--- src/rtl/pds_pkg.sv ---
// pds_pkg: shared types and helpers for the packet-switch ingress block.
//   MCAST_BIT    - destination byte bit that selects multicast addressing
//   MAX_PORTS    - widest switch supported; decoded masks use this width
//   state_t      - ingress parser states
//   dest_dec_t   - decoded destination: legal flag plus MAX_PORTS-wide mask
//   dest_to_mask - destination byte -> port mask for a switch of nports ports
package pds_pkg;

  localparam int unsigned MCAST_BIT = 7;
  localparam int unsigned MAX_PORTS = 8;

  typedef enum logic [1:0] {
    IDLE,
    LEN,
    PAY,
    DROP
  } state_t;

  typedef struct packed {
    logic                 legal;
    logic [MAX_PORTS-1:0] mask;
  } dest_dec_t;

  // Single: one-hot on dest[2:0]; upper address bits must be zero and the
  // port must exist. Multicast: low bits are the mask, clipped to the ports
  // that exist; an empty mask is illegal.
  function automatic dest_dec_t dest_to_mask(input logic [7:0] dest,
                                             input int unsigned nports);
    dest_dec_t            r;
    logic [MAX_PORTS-1:0] port_lim;
    port_lim = '0;
    for (int unsigned i = 0; i < MAX_PORTS; i++) begin
      if (i < nports) port_lim[i] = 1'b1;
    end
    r.mask  = '0;
    r.legal = 1'b0;
    if (dest[MCAST_BIT]) begin
      r.mask  = dest[MAX_PORTS-1:0] & port_lim;
      r.legal = |r.mask;
    end else begin
      r.mask[dest[2:0]] = 1'b1;
      r.legal = (dest[6:3] == 4'd0) && (32'(dest[2:0]) < nports);
    end
    return r;
  endfunction

endpackage

--- src/rtl/pds_fifo.sv ---
// pds_fifo: synchronous FIFO, registered write, head visible combinationally.
//   clock, reset      - rising-edge clock, synchronous active-high reset
//   push, wdata       - write request and entry
//   pop               - consume head entry (ignored when empty)
//   rdata             - head entry, forced to zero while empty
//   full, empty       - occupancy flags
// A push while full is accepted when a pop happens in the same cycle.
module pds_fifo #(
  parameter int unsigned WIDTH = 8,
  parameter int unsigned DEPTH = 16
) (
  input  logic             clock,
  input  logic             reset,
  input  logic             push,
  input  logic [WIDTH-1:0] wdata,
  input  logic             pop,
  output logic [WIDTH-1:0] rdata,
  output logic             full,
  output logic             empty
);

  localparam int unsigned AW = $clog2(DEPTH);

  logic [WIDTH-1:0] mem [DEPTH];
  logic [AW-1:0]    wr_ptr;
  logic [AW-1:0]    rd_ptr;
  logic [AW:0]      count;
  logic             do_push;
  logic             do_pop;

  assign empty   = (count == '0);
  assign full    = (count == (AW+1)'(DEPTH));
  assign do_pop  = pop && !empty;
  assign do_push = push && (!full || do_pop);
  assign rdata   = empty ? '0 : mem[rd_ptr];

  always_ff @(posedge clock) begin
    if (do_push) mem[wr_ptr] <= wdata;
  end

  always_ff @(posedge clock) begin
    if (reset) begin
      wr_ptr <= '0;
      rd_ptr <= '0;
      count  <= '0;
    end else begin
      if (do_push) wr_ptr <= wr_ptr + 1'b1;
      if (do_pop)  rd_ptr <= rd_ptr + 1'b1;
      case ({do_push, do_pop})
        2'b10:   count <= count + 1'b1;
        2'b01:   count <= count - 1'b1;
        default: count <= count;
      endcase
    end
  end

endmodule

--- src/rtl/pds_if.sv ---
// pds_if: ingress port of the packet switch.
// Parses byte-serial packets (dest, length, payload), decodes the destination
// into a port mask, checks the length, and queues accepted bytes for the
// fabric tagged with {err, eop, sop, mask}.
//   clock, reset                     - rising-edge clock, sync active-high reset
//   in_valid/in_ready/in_data        - input byte handshake
//   in_sop/in_eop                    - packet delimiters on the input byte
//   out_valid/out_ready/out_data     - output entry handshake
//   out_sop/out_eop/out_mask/out_err - entry tags; out_err valid with out_eop
//   pkt_cnt, err_cnt                 - saturating good / dropped-or-bad counts
module pds_if
  import pds_pkg::*;
#(
  parameter int unsigned PORTNO = 0,
  parameter int unsigned NPORTS = 4,
  parameter int unsigned DEPTH  = 16
) (
  input  logic              clock,
  input  logic              reset,
  input  logic              in_valid,
  output logic              in_ready,
  input  logic [7:0]        in_data,
  input  logic              in_sop,
  input  logic              in_eop,
  output logic              out_valid,
  input  logic              out_ready,
  output logic [7:0]        out_data,
  output logic              out_sop,
  output logic              out_eop,
  output logic [NPORTS-1:0] out_mask,
  output logic              out_err,
  output logic [15:0]       pkt_cnt,
  output logic [15:0]       err_cnt
);

  localparam int unsigned EW = 3 + NPORTS + 8;

  state_t            state;
  state_t            next_state;
  logic [NPORTS-1:0] mask_q;
  logic [7:0]        remain;
  logic [15:0]       pkt_cnt_q;
  logic [15:0]       err_cnt_q;

  dest_dec_t         dec;
  logic [NPORTS-1:0] dec_mask;

  logic              fire;
  logic              want_push;
  logic              w_sop;
  logic              w_eop;
  logic              w_err;
  logic [NPORTS-1:0] w_mask;
  logic              good_pkt;
  logic              bad_pkt;

  logic              fifo_full;
  logic              fifo_empty;
  logic [EW-1:0]     fifo_rdata;

  // PORTNO is informational and the decoded mask is wider than NPORTS.
  logic              unused_bits;
  assign unused_bits = ^{dec.mask, 32'(PORTNO)};

  assign dec      = dest_to_mask(in_data, NPORTS);
  assign dec_mask = dec.mask[NPORTS-1:0];
  assign fire     = in_valid && in_ready;

  // Everything below is what this byte would do if it transfers; the
  // registers and the FIFO only act on it when fire is set.
  always_comb begin
    in_ready   = !fifo_full;
    next_state = state;
    want_push  = 1'b0;
    w_sop      = 1'b0;
    w_eop      = 1'b0;
    w_err      = 1'b0;
    w_mask     = mask_q;
    good_pkt   = 1'b0;
    bad_pkt    = 1'b0;
    unique case (state)
      IDLE: begin
        if (!in_sop) begin
          in_ready = 1'b1;
        end else if (!dec.legal) begin
          in_ready = 1'b1;
          bad_pkt  = 1'b1;
          if (!in_eop) next_state = DROP;
        end else begin
          want_push = 1'b1;
          w_sop     = 1'b1;
          w_mask    = dec_mask;
          // A packet ending on its dest byte still gets closed with an eop.
          if (in_eop) begin
            w_eop   = 1'b1;
            w_err   = 1'b1;
            bad_pkt = 1'b1;
          end else begin
            next_state = LEN;
          end
        end
      end
      LEN: begin
        want_push = 1'b1;
        if (in_data == 8'd0 || in_eop) begin
          w_eop      = 1'b1;
          w_err      = 1'b1;
          bad_pkt    = 1'b1;
          next_state = in_eop ? IDLE : DROP;
        end else begin
          next_state = PAY;
        end
      end
      PAY: begin
        want_push = 1'b1;
        if (in_eop) begin
          w_eop      = 1'b1;
          next_state = IDLE;
          if (remain == 8'd1) begin
            good_pkt = 1'b1;
          end else begin
            w_err   = 1'b1;
            bad_pkt = 1'b1;
          end
        end else if (remain == 8'd1) begin
          w_eop      = 1'b1;
          w_err      = 1'b1;
          bad_pkt    = 1'b1;
          next_state = DROP;
        end
      end
      DROP: begin
        in_ready = 1'b1;
        if (in_eop) next_state = IDLE;
      end
    endcase
  end

  always_ff @(posedge clock) begin
    if (reset) begin
      state     <= IDLE;
      mask_q    <= '0;
      remain    <= '0;
      pkt_cnt_q <= '0;
      err_cnt_q <= '0;
    end else if (fire) begin
      state <= next_state;
      if (state == IDLE && in_sop && dec.legal) mask_q <= dec_mask;
      if (state == LEN) remain <= in_data;
      if (state == PAY) remain <= remain - 8'd1;
      if (good_pkt && pkt_cnt_q != '1) pkt_cnt_q <= pkt_cnt_q + 16'd1;
      if (bad_pkt && err_cnt_q != '1)  err_cnt_q <= err_cnt_q + 16'd1;
    end
  end

  pds_fifo #(
    .WIDTH (EW),
    .DEPTH (DEPTH)
  ) u_fifo (
    .clock (clock),
    .reset (reset),
    .push  (fire && want_push),
    .wdata ({w_err, w_eop, w_sop, w_mask, in_data}),
    .pop   (out_ready),
    .rdata (fifo_rdata),
    .full  (fifo_full),
    .empty (fifo_empty)
  );

  assign out_valid = !fifo_empty;
  assign {out_err, out_eop, out_sop, out_mask, out_data} = fifo_rdata;
  assign pkt_cnt   = pkt_cnt_q;
  assign err_cnt   = err_cnt_q;

endmodule

--- config.mk ---
export PLATFORM = sky130hd
export DESIGN_NAME = pds_if
export DESIGN_NICKNAME = d
export VERILOG_FILES = /design/src/rtl/pds_pkg.sv /design/src/rtl/pds_fifo.sv /design/src/rtl/pds_if.sv
export SDC_FILE = /design/constraint.sdc
export NUM_CORES = 1
export LEC_CHECK = 0
export CORE_MARGIN = 10
export CORE_UTILIZATION = 45
export CTS_CLUSTER_DIAMETER = 150
export DETAILED_ROUTE_END_ITERATION = 10
export PLACE_DENSITY = 0.62
export SYNTH_ARGS = -nofsm -noshare
export SYNTH_HDL_FRONTEND = slang
export SYNTH_HIERARCHICAL = 1
export SYNTH_SLANG_ARGS = --single-unit
--- constraint.sdc ---
create_clock -name clock -period 10.9 [get_ports clock]
set_input_delay 2.18 -clock clock [delete_from_list [all_inputs] [get_ports clock]]
set_output_delay 2.18 -clock clock [all_outputs]
set_load 0.05 [all_outputs]
[Yosys cells after proc, flatten, opt, wreduce, memory -nomap -nowiden]
Memory sizes are Yosys's and may differ from the RTL's. A register that Yosys moved wholly into a read port is not among the register bits.
Cells that the tools add are included.
Word-level totals
  memories kept: 1
  register bits after elaboration: 59
  output and inout port bits: 49
  bits in read-only memories: 0
  word-level logic and storage cells: 105
  memory bits (writable): 240
  bits in latches: 0
Cells by class
  add/subtract/negate cells: 7
  shifts and indexed selects: 0
  equal/unequal tests: 13
  bitwise operators: 0
  reductions and logical operators: 27
  muxes and demuxes: 46
  multipliers: 0
  div/mod/pow operators: 0
  magnitude comparators: 3
Memory list
  u_fifo.mem: words 16, bits a word 15, rd ports 1, clocked after Yosys merged registers in 1, wr ports 1, RTL line pds_fifo.sv:24  | logic [WIDTH-1:0] mem [DEPTH];
Operators with widths (count)
  $add 16x1->16 const B: 2
  $ne 16x16->1 const B: 2
  $mux 1: 20
  $mux 4: 5
  $mux 2: 9
  $mux 8: 2
  $mux 15: 1
  $logic_and 1x1->1: 10
  $pmux 5 s2: 1
  $mux 9: 1
  $pmux 1 s3: 3
  $add 4x1->4 const B: 2
  $eq 8x1->1 const B: 1
  $logic_not 8->1: 1
  $pmux 2 s4: 1
  $reduce_and 2->1: 4
  $sub 8x1->8 const B: 1
  $eq 2x2->1 const B: 3
  $ne 2x2->1 const B: 3
  $add 5x1->5 const B: 1
  $eq 5x5->1 const B: 1
  $logic_not 5->1: 1
  $reduce_and 5->1: 1
  $sub 5x1->5 const B: 1
  14 further kinds: 19

[Longest topological paths before layout]
Gate-level depths: netlist (run 1).
  word-level depth: 13
  gate-level depth with buffers: 17
  gate-level depth less buffers: 15

[Modules after synthesis]
The synthesis (run 1) kept the hierarchy.
By module, submodules not included
  pds_fifo: cells each 511, sequential area each 7547.2 um2, area each 10228.6 um2, instances 1
  pds_if: cells each 381, sequential area each 920.9 um2, area each 2982.9 um2, instances 1

[Worst setup path before layout (run 1)]
No wires, ideal clock.
  path type: in2reg
  from: in in_data[3]
  to: mem u_fifo/mem[0][0] in the netlist's numbering (enable)
  buffers on the path: 1
  arrival: 5.562 ns
  slack: 4.912 ns
  setup time: 0.426 ns
  stages on the path: 8
  cell sequence: nor4_1 a21oi_1 nor4_2 nor2_1 nor2_1 clkbuf_1 o21ai_4 nor4_1
Between the ends
  word-level cells in the longest chain between the ends: 11
Ends and longest elaborated chain
  start: declaration: RTL line pds_if.sv:22  | input logic [7:0] in_data,
  $logic_not 4->1: RTL line pds_pkg.sv:42  | r.legal = (dest[6:3] == 4'd0) && (32'(dest[2:0]) < nports);
  $logic_and 1x1->1: RTL line pds_pkg.sv:42
  $mux 9 *: RTL line pds_pkg.sv:37  | if (dest[MCAST_BIT]) begin
  $mux 1: RTL line pds_if.sv:85  | end else if (!dec.legal) begin
  $mux 1: RTL line pds_if.sv:83  | if (!in_sop) begin
  $pmux 1 s2: RTL line pds_if.sv:81  | unique case (state)
  $logic_and 1x1->1: RTL line pds_if.sv:67  | assign fire = in_valid && in_ready;
  $logic_and 1x1->1 *: RTL line pds_if.sv:162  | .push (fire && want_push),
  $logic_and 1x1->1 *: RTL line pds_fifo.sv:34  | assign do_push = push && (!full || do_pop);
  $mux 1 *: RTL line pds_fifo.sv:38  | if (do_push) mem[wr_ptr] <= wdata;
  $mux 1 (not written as such) *: RTL line pds_fifo.sv:38
  end: declaration: RTL line pds_fifo.sv:24
Every way passes the cells marked *; elsewhere a longest branch is shown, timed or not.

[Worst setup path after layout (run 1)]
  from: in in_data[5]
  to: out in_ready
Between the ends
  word-level cells in the longest chain between the ends: 6
Ends and longest elaborated chain
  $logic_not 4->1: RTL line pds_pkg.sv:42
  $logic_and 1x1->1: RTL line pds_pkg.sv:42
  $mux 9: RTL line pds_pkg.sv:37
  $mux 1: RTL line pds_if.sv:85
  $mux 1: RTL line pds_if.sv:83
  $pmux 1 s2: RTL line pds_if.sv:81
  end: declaration: RTL line pds_if.sv:21  | output logic in_ready,
No other way between the ends.

==> flow_metrics.tcl, run 1 <==
set metrics [dict create \
    outcome "completed" \
    met3_length_um 1531 \
    start_kind "input port" \
    cp_data_required_time_ps 8720 \
    drcViolationCount 0 \
    worst_r2r_startpoint "u_fifo/count[0]$_SDFFE_PP0P_" \
    num_vias 7783 \
    worstSetupEndpointType "primary output" \
    worst_hold_path_type "flop to flop" \
    post-cts-setup-buffers 0 \
    rows 62 \
    io_buffers 62 \
    finalNonFillerCells 1359 \
    critPathKind "input port to primary output" \
    cts_sinks 303 \
    drive_gt1_share_pct 15.49 \
    netlist.area_leader.share_pct 54.55 \
    syn-instance-count 892 \
    fillCellCount 2405 \
    ys_seq_elements 303 \
    synth_area_leaders "edfxtp_1 (55%), mux4_2 (10%), dfxtp_1 (9.5%), a211oi_1 (2.1%), nor2_1 (1.9%)" \
    nNetsFinal 987 \
    synth_seq_area_share_pct 64.10 \
    dr.max_layer_used "met4" \
    cts_tree "done" \
    place_congestion 0.8032 \
    detail_route.wirelength_um 28410 \
    rsz0062_at_grt "no" \
    insertion_delay_ps 550 \
    hpwl_um 17690 \
    die_y_um 191.3 \
    ctsResizeCount 0 \
    h-tree-depth 1 \
    synth_warnings 6 \
    first_pass_iters 5 \
    clock_skew_ps 8.385 \
    wl_per_cell_um 20.90 \
    cp_common_cell "clkdlybuf4s50_1" \
    worstHoldEndpoint "mask_q[3]$_SDFFE_PP0P_" \
    setup_slack_ps 3288 \
    hold_depth 2 \
    yosys_most_used_dff "edfxtp_1" \
    wl_met1_um 12800 \
    dp.cells 1304 \
    r2r_slack_ps 6220 \
    cp_num_buf_inv 3 \
    synth_edf_count 240 \
    worstMarginPinSlew_ps 1029 \
    p_per_area_nw_per_um2 224.4 \
    grt_pass1_wl_um 44800 \
    clock.fmax_ghz 0.1314 \
    ant_nets 0 \
    path_cells "clkdlybuf4s50_1 > nor4_1 > a211o_1 > a22o_1 > inv_1 > clkdlybuf4s50_1" \
    grt_max_degree 82 \
    power_mw 3.429 \
    path_max_fanout 21 \
    dpl_cell_area_um2 14260 \
    start_util_pct 45.78 \
    path_clk_slew_ps 60 \
    die_area_um2 36610 \
    max_slew_margin_pct 31.30 \
    yosysMostFrequentCell "edfxtp_1" \
    synth.largest_area_cell "edfxtp_1" \
    hold_violations 0 \
    hold-worst-slack_ps 499.3 \
    diodes 0 \
    setup_tns_ps 0 \
    grt_use_total_pct 15.47 \
    worstPathArrival_ps 5430 \
    slowest_stage "nor4_1" \
    grt_pass1_vias 7856 \
    synthTopCellsByCount "edfxtp_1 (240), nor2_1 (66), dfxtp_1 (63)" \
    clock_path_buffers 3 \
    io_pins 63 \
    async_reset_ff_share_pct 0 \
    drv_cap 0 \
    min_from "mask_q[3]$_SDFFE_PP0P_" \
    slowest_delay_ps 780 \
    preCtsSetupSlack_ps 3257 \
    vias_per_cell 5.727 \
    fp.coreArea_um2 28860 \
    max-vdd-ir-drop_mv 0.1733 \
    syn_nets 926 \
    syn_avg_cell_area_um2 14.81 \
    syn-cell-area_um2 13210 \
    finalMaxSlewViolations 0 \
    die_w_um 191.3 \
    first_iter_violations 466 \
    regToRegEndpoint "u_fifo/mem[9][9]$_DFFE_PP_" \
    fin_crit_sh_pct 69.84 \
    crit_family "buffers and inverters" \
    cp.depth 6 \
    postLayoutCoreUtil_pct 52.95 \
    cts_hold_buf 0 \
    synth.distinct_cells 65 \
    cts_made_buffers 31 \
    fin_area_um2 15280 \
    wl_met2_um 13670 \
    layout_min_cycle_time_ps 7612 \
    cts-root-buf "clkbuf_16" \
    setup_viol_count_final 0 \
    grt_antenna_before_repair 0 \
    areaGrowthSynthToFinish_pct 15.66 \
    grt_overflow 0 \
    p_leak_nw 4.805 \
    rr_worst_depth 10 \
]
==> tightest hold or removal path: stages, from the launching register on <==
cell and delay, ps:
dfxtp_1 310, nor2_1 100, a211oi_1 50
==> placed cells by master (no fill, tap or decap), types with 4 or more instances in the layout <==
| master | instances |
|---|---|
| mux2i_1 | 21 |
| nand2b_1 | 11 |
| nor4_2 | 5 |
| clkbuf_16 | 31 |
| mux4_2 | 60 |
| inv_1 | 23 |
| nor2b_1 | 36 |
| a211oi_1 | 37 |
| o31ai_1 | 11 |
| nor4_1 | 16 |
| or2_2 | 6 |
| o211ai_1 | 7 |
| mux2_1 | 18 |
| edfxtp_1 | 240 |
| o21ai_0 | 7 |
| nand3_1 | 25 |
| and3_1 | 5 |
| ha_1 | 19 |
| clkdlybuf4s50_1 | 61 |
| buf_4 | 18 |
| a21oi_1 | 31 |
| or3_1 | 5 |
| nor3_1 | 14 |
| and2_1 | 8 |
| o21a_1 | 5 |
| nor2_1 | 62 |
| clkbuf_1 | 10 |
| nor3b_1 | 6 |
| bufinv_16 | 5 |
| nor2_2 | 4 |
| nand2_1 | 17 |
| or4_1 | 14 |
| nand4_1 | 10 |
| dfxtp_1 | 60 |
==> cells by family after synthesis <==
kind of cell | share of synthesized area (%)
multiplexers | 13.44
AND/OR/NAND/NOR | 10.54
XOR/XNOR | 0.3315
buffers and inverters | 2.462
flip-flops | 64.10
adder cells (fa/ha/maj) | 1.951
AO/OA/AOI/OAI | 7.179
==> metal layers <==
layer,vias up,global-route usage (%)
li1,3648,-
met1,3937,21.19
met2,162,25.15
met3,36,3.043
met4,0,3.185
met5,-,0
==> flip-flops by register name (all words and copies together) (netlist names), named ones only <==
name and flops:
state 2, u_fifo/wr_ptr 4, err_cnt 16, u_fifo/rd_ptr 4
u_fifo/count 5, mask_q 4, remain 8, u_fifo/mem 240
pkt_cnt 16
==> power by group <==
group	internal (mW)	switching (mW)
combinational	0.363	0.624
clock	0.641	0.424
sequential	1.33	0.0441
==> cell type report <==
cell class	instances	area [um^2]	share of cell area, %
Inverter	24	90.09	0.5896
Tap cell	384	480.5	3.144
Sequential cell	303	8477	55.48
Clock inverter	14	207.7	1.359
Timing Repair Buffer	80	750.7	4.913
Multi-Input combinational cell	513	4461	29.19
Clock buffer	41	813.3	5.323
==> worst max path at each step <==
stage          startpoint                          to  slack (ps)
2_1_floorplan  in_data[3]  u_fifo/mem[0][0]$_DFFE_PP_        4910
3_3_place_gp   in_data[5]                    in_ready        3290
3_5_place_dp   in_data[5]                    in_ready        3260
4_1_cts        in_data[5]                    in_ready        3260
5_1_grt        in_data[5]                    in_ready        3010
6_report       in_data[5]                    in_ready        3290
No activity file was read; power rests on OpenSTA's default activity.
==> run 2, diff against run 1 <==
==> constraint.sdc (replaced) <==
create_clock -name clock -period 7.8 [get_ports clock]
set_input_delay 1.56 -clock clock [delete_from_list [all_inputs] [get_ports clock]]
set_output_delay 1.56 -clock clock [all_outputs]
set_load 0.05 [all_outputs]
==> flow_metrics.tcl, run 2 (synthesized netlist as in run 1, its figures left out) <==
set metrics [dict create \
    outcome "completed" \
    fin_area_um2 15300 \
    cts_sinks 303 \
    num_vias 7879 \
    drv_cap 0 \
    hpwl_um 18700 \
    cp_data_required_time_ps 6240 \
    cp-startpoint "in_data[1]" \
    start_kind "input port" \
    areaGrowthSynthToFinish_pct 15.82 \
    setup_tns_ps 0 \
    cts_tree "done" \
    drive_gt1_share_pct 16.29 \
    path_clk_slew_ps 60 \
    ant_nets 0 \
    worstSetupEndpointType "primary output" \
    grt_use_total_pct 16.29 \
    diodes 0 \
    grt_pass1_vias 7680 \
    fp.coreArea_um2 28860 \
    h-tree-depth 1 \
    dpl_cell_area_um2 14270 \
    die_w_um 191.3 \
    grt_overflow 0 \
    drcViolationCount 0 \
    critPathKind "input port to primary output" \
    endpoint "in_ready" \
    wl_per_cell_um 22.03 \
    r2r_slack_ps 3260 \
    clock_skew_ps 16.63 \
    preCtsSetupSlack_ps 1391 \
    max_slew_margin_pct 23.00 \
    setup_slack_ps 1373 \
    worstPathArrival_ps 4870 \
    largest-register "u_fifo/mem" \
    final_cell_mix "edfxtp_1 (240), nor2_1 (62), clkdlybuf4s50_1 (61)" \
    layout_min_cycle_time_ps 6427 \
    first_iter_violations 513 \
    rsz0062_at_grt "no" \
    grt_antenna_before_repair 0 \
    insertion_delay_ps 570 \
    rr_worst_depth 15 \
    regToRegEndpoint "u_fifo/count[4]$_SDFFE_PP0P_" \
    detail_route.wirelength_um 29960 \
    post-cts-setup-buffers 0 \
    cts-root-buf "clkbuf_16" \
    place_congestion 0.8373 \
    nNetsFinal 986 \
    p_leak_nw 4.811 \
    clock.fmax_ghz 0.1556 \
    path_max_fanout 25 \
    cts_hold_buf 0 \
    rows 62 \
    io_buffers 62 \
    die_y_um 191.3 \
    p_per_area_nw_per_um2 316.3 \
    ctsResizeCount 0 \
    fin_crit_sh_pct 82.40 \
    worstMarginPinSlew_ps 1155 \
    io_pins 63 \
    cts_made_buffers 31 \
    grt_pass1_wl_um 46170 \
    postLayoutCoreUtil_pct 53.02 \
    clock_path_buffers 3 \
    max-vdd-ir-drop_mv 0.2421 \
    worst_hold_path_type "flop to flop" \
    die_area_um2 36610 \
    finalMaxSlewViolations 0 \
    hold_violations 0 \
    vias_per_cell 5.793 \
    final_common_cell "edfxtp_1" \
    start_util_pct 45.78 \
    worst_r2r_startpoint "u_fifo/count[0]$_SDFFE_PP0P_" \
    largest_register_ffs 240 \
    setup_viol_count_final 0 \
    grt_max_degree 82 \
    first_pass_iters 5 \
]
## run 2: final cells by class
| type | count | area, um^2 |
|---|---|---|
| Clock inverter | 18 | 229.0 |
| Inverter | 24 | 90.09 |
| Timing Repair Buffer | 79 | 743.2 |
| Sequential cell | 303 | 8477 |
| Fill cell | 2393 | 13560 |
| Tap cell | 384 | 480.5 |
| Multi-Input combinational cell | 513 | 4476 |
| Clock buffer | 39 | 805.8 |
## run 2: critical path, cell delays in order
cell	delay [ps]
clkdlybuf4s50_1	920
o41a_1	640
a211o_1	340
a22o_1	460
inv_1	120
clkdlybuf4s50_1	810
## run 2: per-stage QoR
stage / power [mW] / hold slack [ps] / cells
6_report: 4.840 / 494.6 / 1360
5_1_grt: 5.048 / 530.4 / 1360
4_1_cts: 4.883 / 498.2 / 1360
3_5_place_dp: 3.386 / 489.4 / 1303
3_3_place_gp: 3.377 / 474.3 / 1303
2_1_floorplan: 2.943 / 455.7 / 892
## run 2: worst min-delay path by stage
| stage | startpoint | end | slack [ps] | cells past startpoint |
|---|---|---|---|---|
| final | pkt_cnt[4]$_SDFFE_PP0P_ | pkt_cnt[4]$_SDFFE_PP0P_ | 490 | 2 |
| after global routing | mask_q[0]$_SDFFE_PP0P_ | mask_q[0]$_SDFFE_PP0P_ | 530 | 2 |
| after global placement | remain[7]$_SDFFE_PP0P_ | remain[7]$_SDFFE_PP0P_ | 470 | 2 |
| after detailed placement | pkt_cnt[4]$_SDFFE_PP0P_ | pkt_cnt[4]$_SDFFE_PP0P_ | 490 | 2 |
| after CTS | pkt_cnt[4]$_SDFFE_PP0P_ | pkt_cnt[4]$_SDFFE_PP0P_ | 500 | 2 |
| after floorplan | remain[7]$_SDFFE_PP0P_ | remain[7]$_SDFFE_PP0P_ | 460 | 2 |
## run 2: power breakdown
part / internal, mW / switching [mW]
sequential: 1.86 / 0.138
combinational: 0.500 / 0.840
clock: 0.873 / 0.625
total: 3.24 / 1.60
## run 2: routing by layer
metal / global-route usage [%] / wire, um / vias up
met5: 0 / 0 / -
met4: 3.696 / 513 / 0
met3: 3.007 / 1949 / 37
met2: 25.75 / 14080 / 204
met1: 22.97 / 13420 / 4003
li1: - / - / 3635
==> run 3, diff against run 2 <==
--- a/config.mk
+++ b/config.mk
@@ -9,7 +9,7 @@
 export CORE_UTILIZATION = 45
 export CTS_CLUSTER_DIAMETER = 150
 export DETAILED_ROUTE_END_ITERATION = 10
-export PLACE_DENSITY = 0.62
+export PLACE_DENSITY = 0.65
 export SYNTH_ARGS = -nofsm -noshare
 export SYNTH_HDL_FRONTEND = slang
 export SYNTH_HIERARCHICAL = 1
==> constraint.sdc (replaced) <==
create_clock -name clock -period 5.3 [get_ports clock]
set_input_delay 1.06 -clock clock [delete_from_list [all_inputs] [get_ports clock]]
set_output_delay 1.06 -clock clock [all_outputs]
set_load 0.05 [all_outputs]
==> flow_metrics.tcl, run 3 (synthesized netlist as in run 1, its figures left out) <==
set metrics [dict create \
    largest-register "u_fifo/mem" \
    grt_pass1_vias 7759 \
    p_seq_share_pct 41.2 \
    final_common_cell "edfxtp_1" \
    p_leak_nw 4.989 \
    clock_path_buffers 3 \
    drv_cap 0 \
    hpwl_um 19220 \
    setup_tns_ps 0 \
    max_slew_margin_pct 15.62 \
    cts_tree "done" \
    h-tree-depth 1 \
    grt_overflow 0 \
    drcViolationCount 0 \
    ant_nets 0 \
    start_kind "flop" \
    pwr-share-clk_pct 30.9 \
    vias_per_cell 5.753 \
    regToRegEndpoint "u_fifo/count[4]$_SDFFE_PP0P_" \
    die_w_um 191.3 \
    grt_antenna_before_repair 0 \
    cp_data_required_time_ps 4240 \
    cts-root-buf "clkbuf_16" \
    finalNonFillerCells 1392 \
    detail_route.wirelength_um 30150 \
    dp.cells 1336 \
    layout_min_cycle_time_ps 4526 \
    areaGrowthSynthToFinish_pct 17.40 \
    die_area_um2 36610 \
    ctsResizeCount 0 \
    rows 62 \
    internal_power_mw 4.798 \
    grt_pass1_wl_um 46770 \
    start_util_pct 45.78 \
    nNetsFinal 1018 \
    clock.fmax_ghz 0.2209 \
    insertion_delay_ps 570 \
    place_congestion 0.7870 \
    worstMarginPinSlew_ps 1266 \
    path_clk_slew_ps 60 \
    power_switching_mw 2.259 \
    largest_register_ffs 240 \
    grt_max_degree 75 \
    min_from "err_cnt[9]$_SDFFE_PP0P_" \
    fp.coreArea_um2 28860 \
    p_per_area_nw_per_um2 455.0 \
    diodes 0 \
    num_vias 8008 \
    hold_violations 0 \
    cts_made_buffers 30 \
    first_pass_iters 4 \
    rr_worst_depth 14 \
    switching_share_pct 32.01 \
    worst_r2r_startpoint "u_fifo/count[0]$_SDFFE_PP0P_" \
    wl_per_cell_um 21.66 \
    worstSetupEndpointType "primary output" \
    outcome "completed" \
    die_y_um 191.3 \
    rsz0062_at_grt "no" \
    fin_crit_sh_pct 85.40 \
    post-cts-setup-buffers 0 \
    finalMaxSlewViolations 0 \
    r2r_slack_ps 1160 \
    worstHoldEndpoint "err_cnt[9]$_SDFFE_PP0P_" \
    io_buffers 62 \
    cts_hold_buf 0 \
    worst_hold_path_type "flop to flop" \
    final_cell_mix "edfxtp_1 (240), nor2_1 (66), dfxtp_1 (60), clkdlybuf4s50_1 (60), mux4_2 (60)" \
    p_comb_share_pct 27.9 \
    worstPathArrival_ps 3470 \
    first_iter_violations 731 \
    max-vdd-ir-drop_mv 0.3448 \
    grt_use_total_pct 16.35 \
    hold_depth 2 \
    cts_sinks 303 \
    setup_viol_count_final 0 \
    critPathKind "flop to primary output" \
    path_max_fanout 33 \
    clock_skew_ps 18.53 \
    drive_gt1_share_pct 17.96 \
    io_pins 63 \
]
## run 3: area by class of cell
class                           count  area [um^2]
Clock inverter                      8        142.6
Multi-Input combinational cell    513         4443
Fill cell                        2367        13350
Tap cell                          384        480.5
Inverter                           24        90.09
Sequential cell                   303         8477
Clock buffer                       48        888.4
Timing Repair Buffer              112        988.4
## run 3: worst max path at each step
stage                                              end  slack (ps)  depth (start not counted)
after floorplan             u_fifo/mem[0][0]$_DFFE_PP_         430                          8
after global placement    u_fifo/count[4]$_SDFFE_PP0P_         640                         15
after detailed placement  u_fifo/count[4]$_SDFFE_PP0P_         610                         15
after CTS                                  out_data[6]         710                          6
after global routing                       out_data[6]         560                          6
final                                      out_data[6]         770                          6
## run 3: critical path, stage by stage, from the launching register on
cell and delay, ps:
dfxtp_4 730, buf_4 350, mux4_2 510, nor2b_1 140, a211oi_1 240, a211oi_1 110
clkdlybuf4s50_1 790
## run 3: routing by layer
metal	GRT usage (%)	routed length, um	vias to the layer above
met2	25.88	14250	224
met1	23.45	13730	4056
met3	2.806	1773	30
met4	2.885	396	0
li1	-	-	3698
met5	0	0	-
## run 3: power groups by stage
stage	Clock (mW)	Combinational [mW]	Sequential (mW)
after CTS	2.22	1.99	2.91
after detailed placement	0	1.98	2.96
final	2.18	1.97	2.91
after global placement	0	1.96	2.96
after floorplan	0	1.48	2.85
after global routing	2.32	2.12	2.93
## run 3: through the flow
stage	utilization, %	instance area [um^2]	total power [mW]	setup WS [ps]	hold slack [ps]
after floorplan	-	13210	4.331	431.8	455.7
after global placement	50.17	14480	4.922	640.3	480.7
final	53.75	15510	7.057	773.6	492.7
after CTS	53.75	15510	7.120	713.6	497.6
after detailed placement	50.17	14480	4.941	605.2	490.3
after global routing	53.75	15510	7.374	562.5	519.1
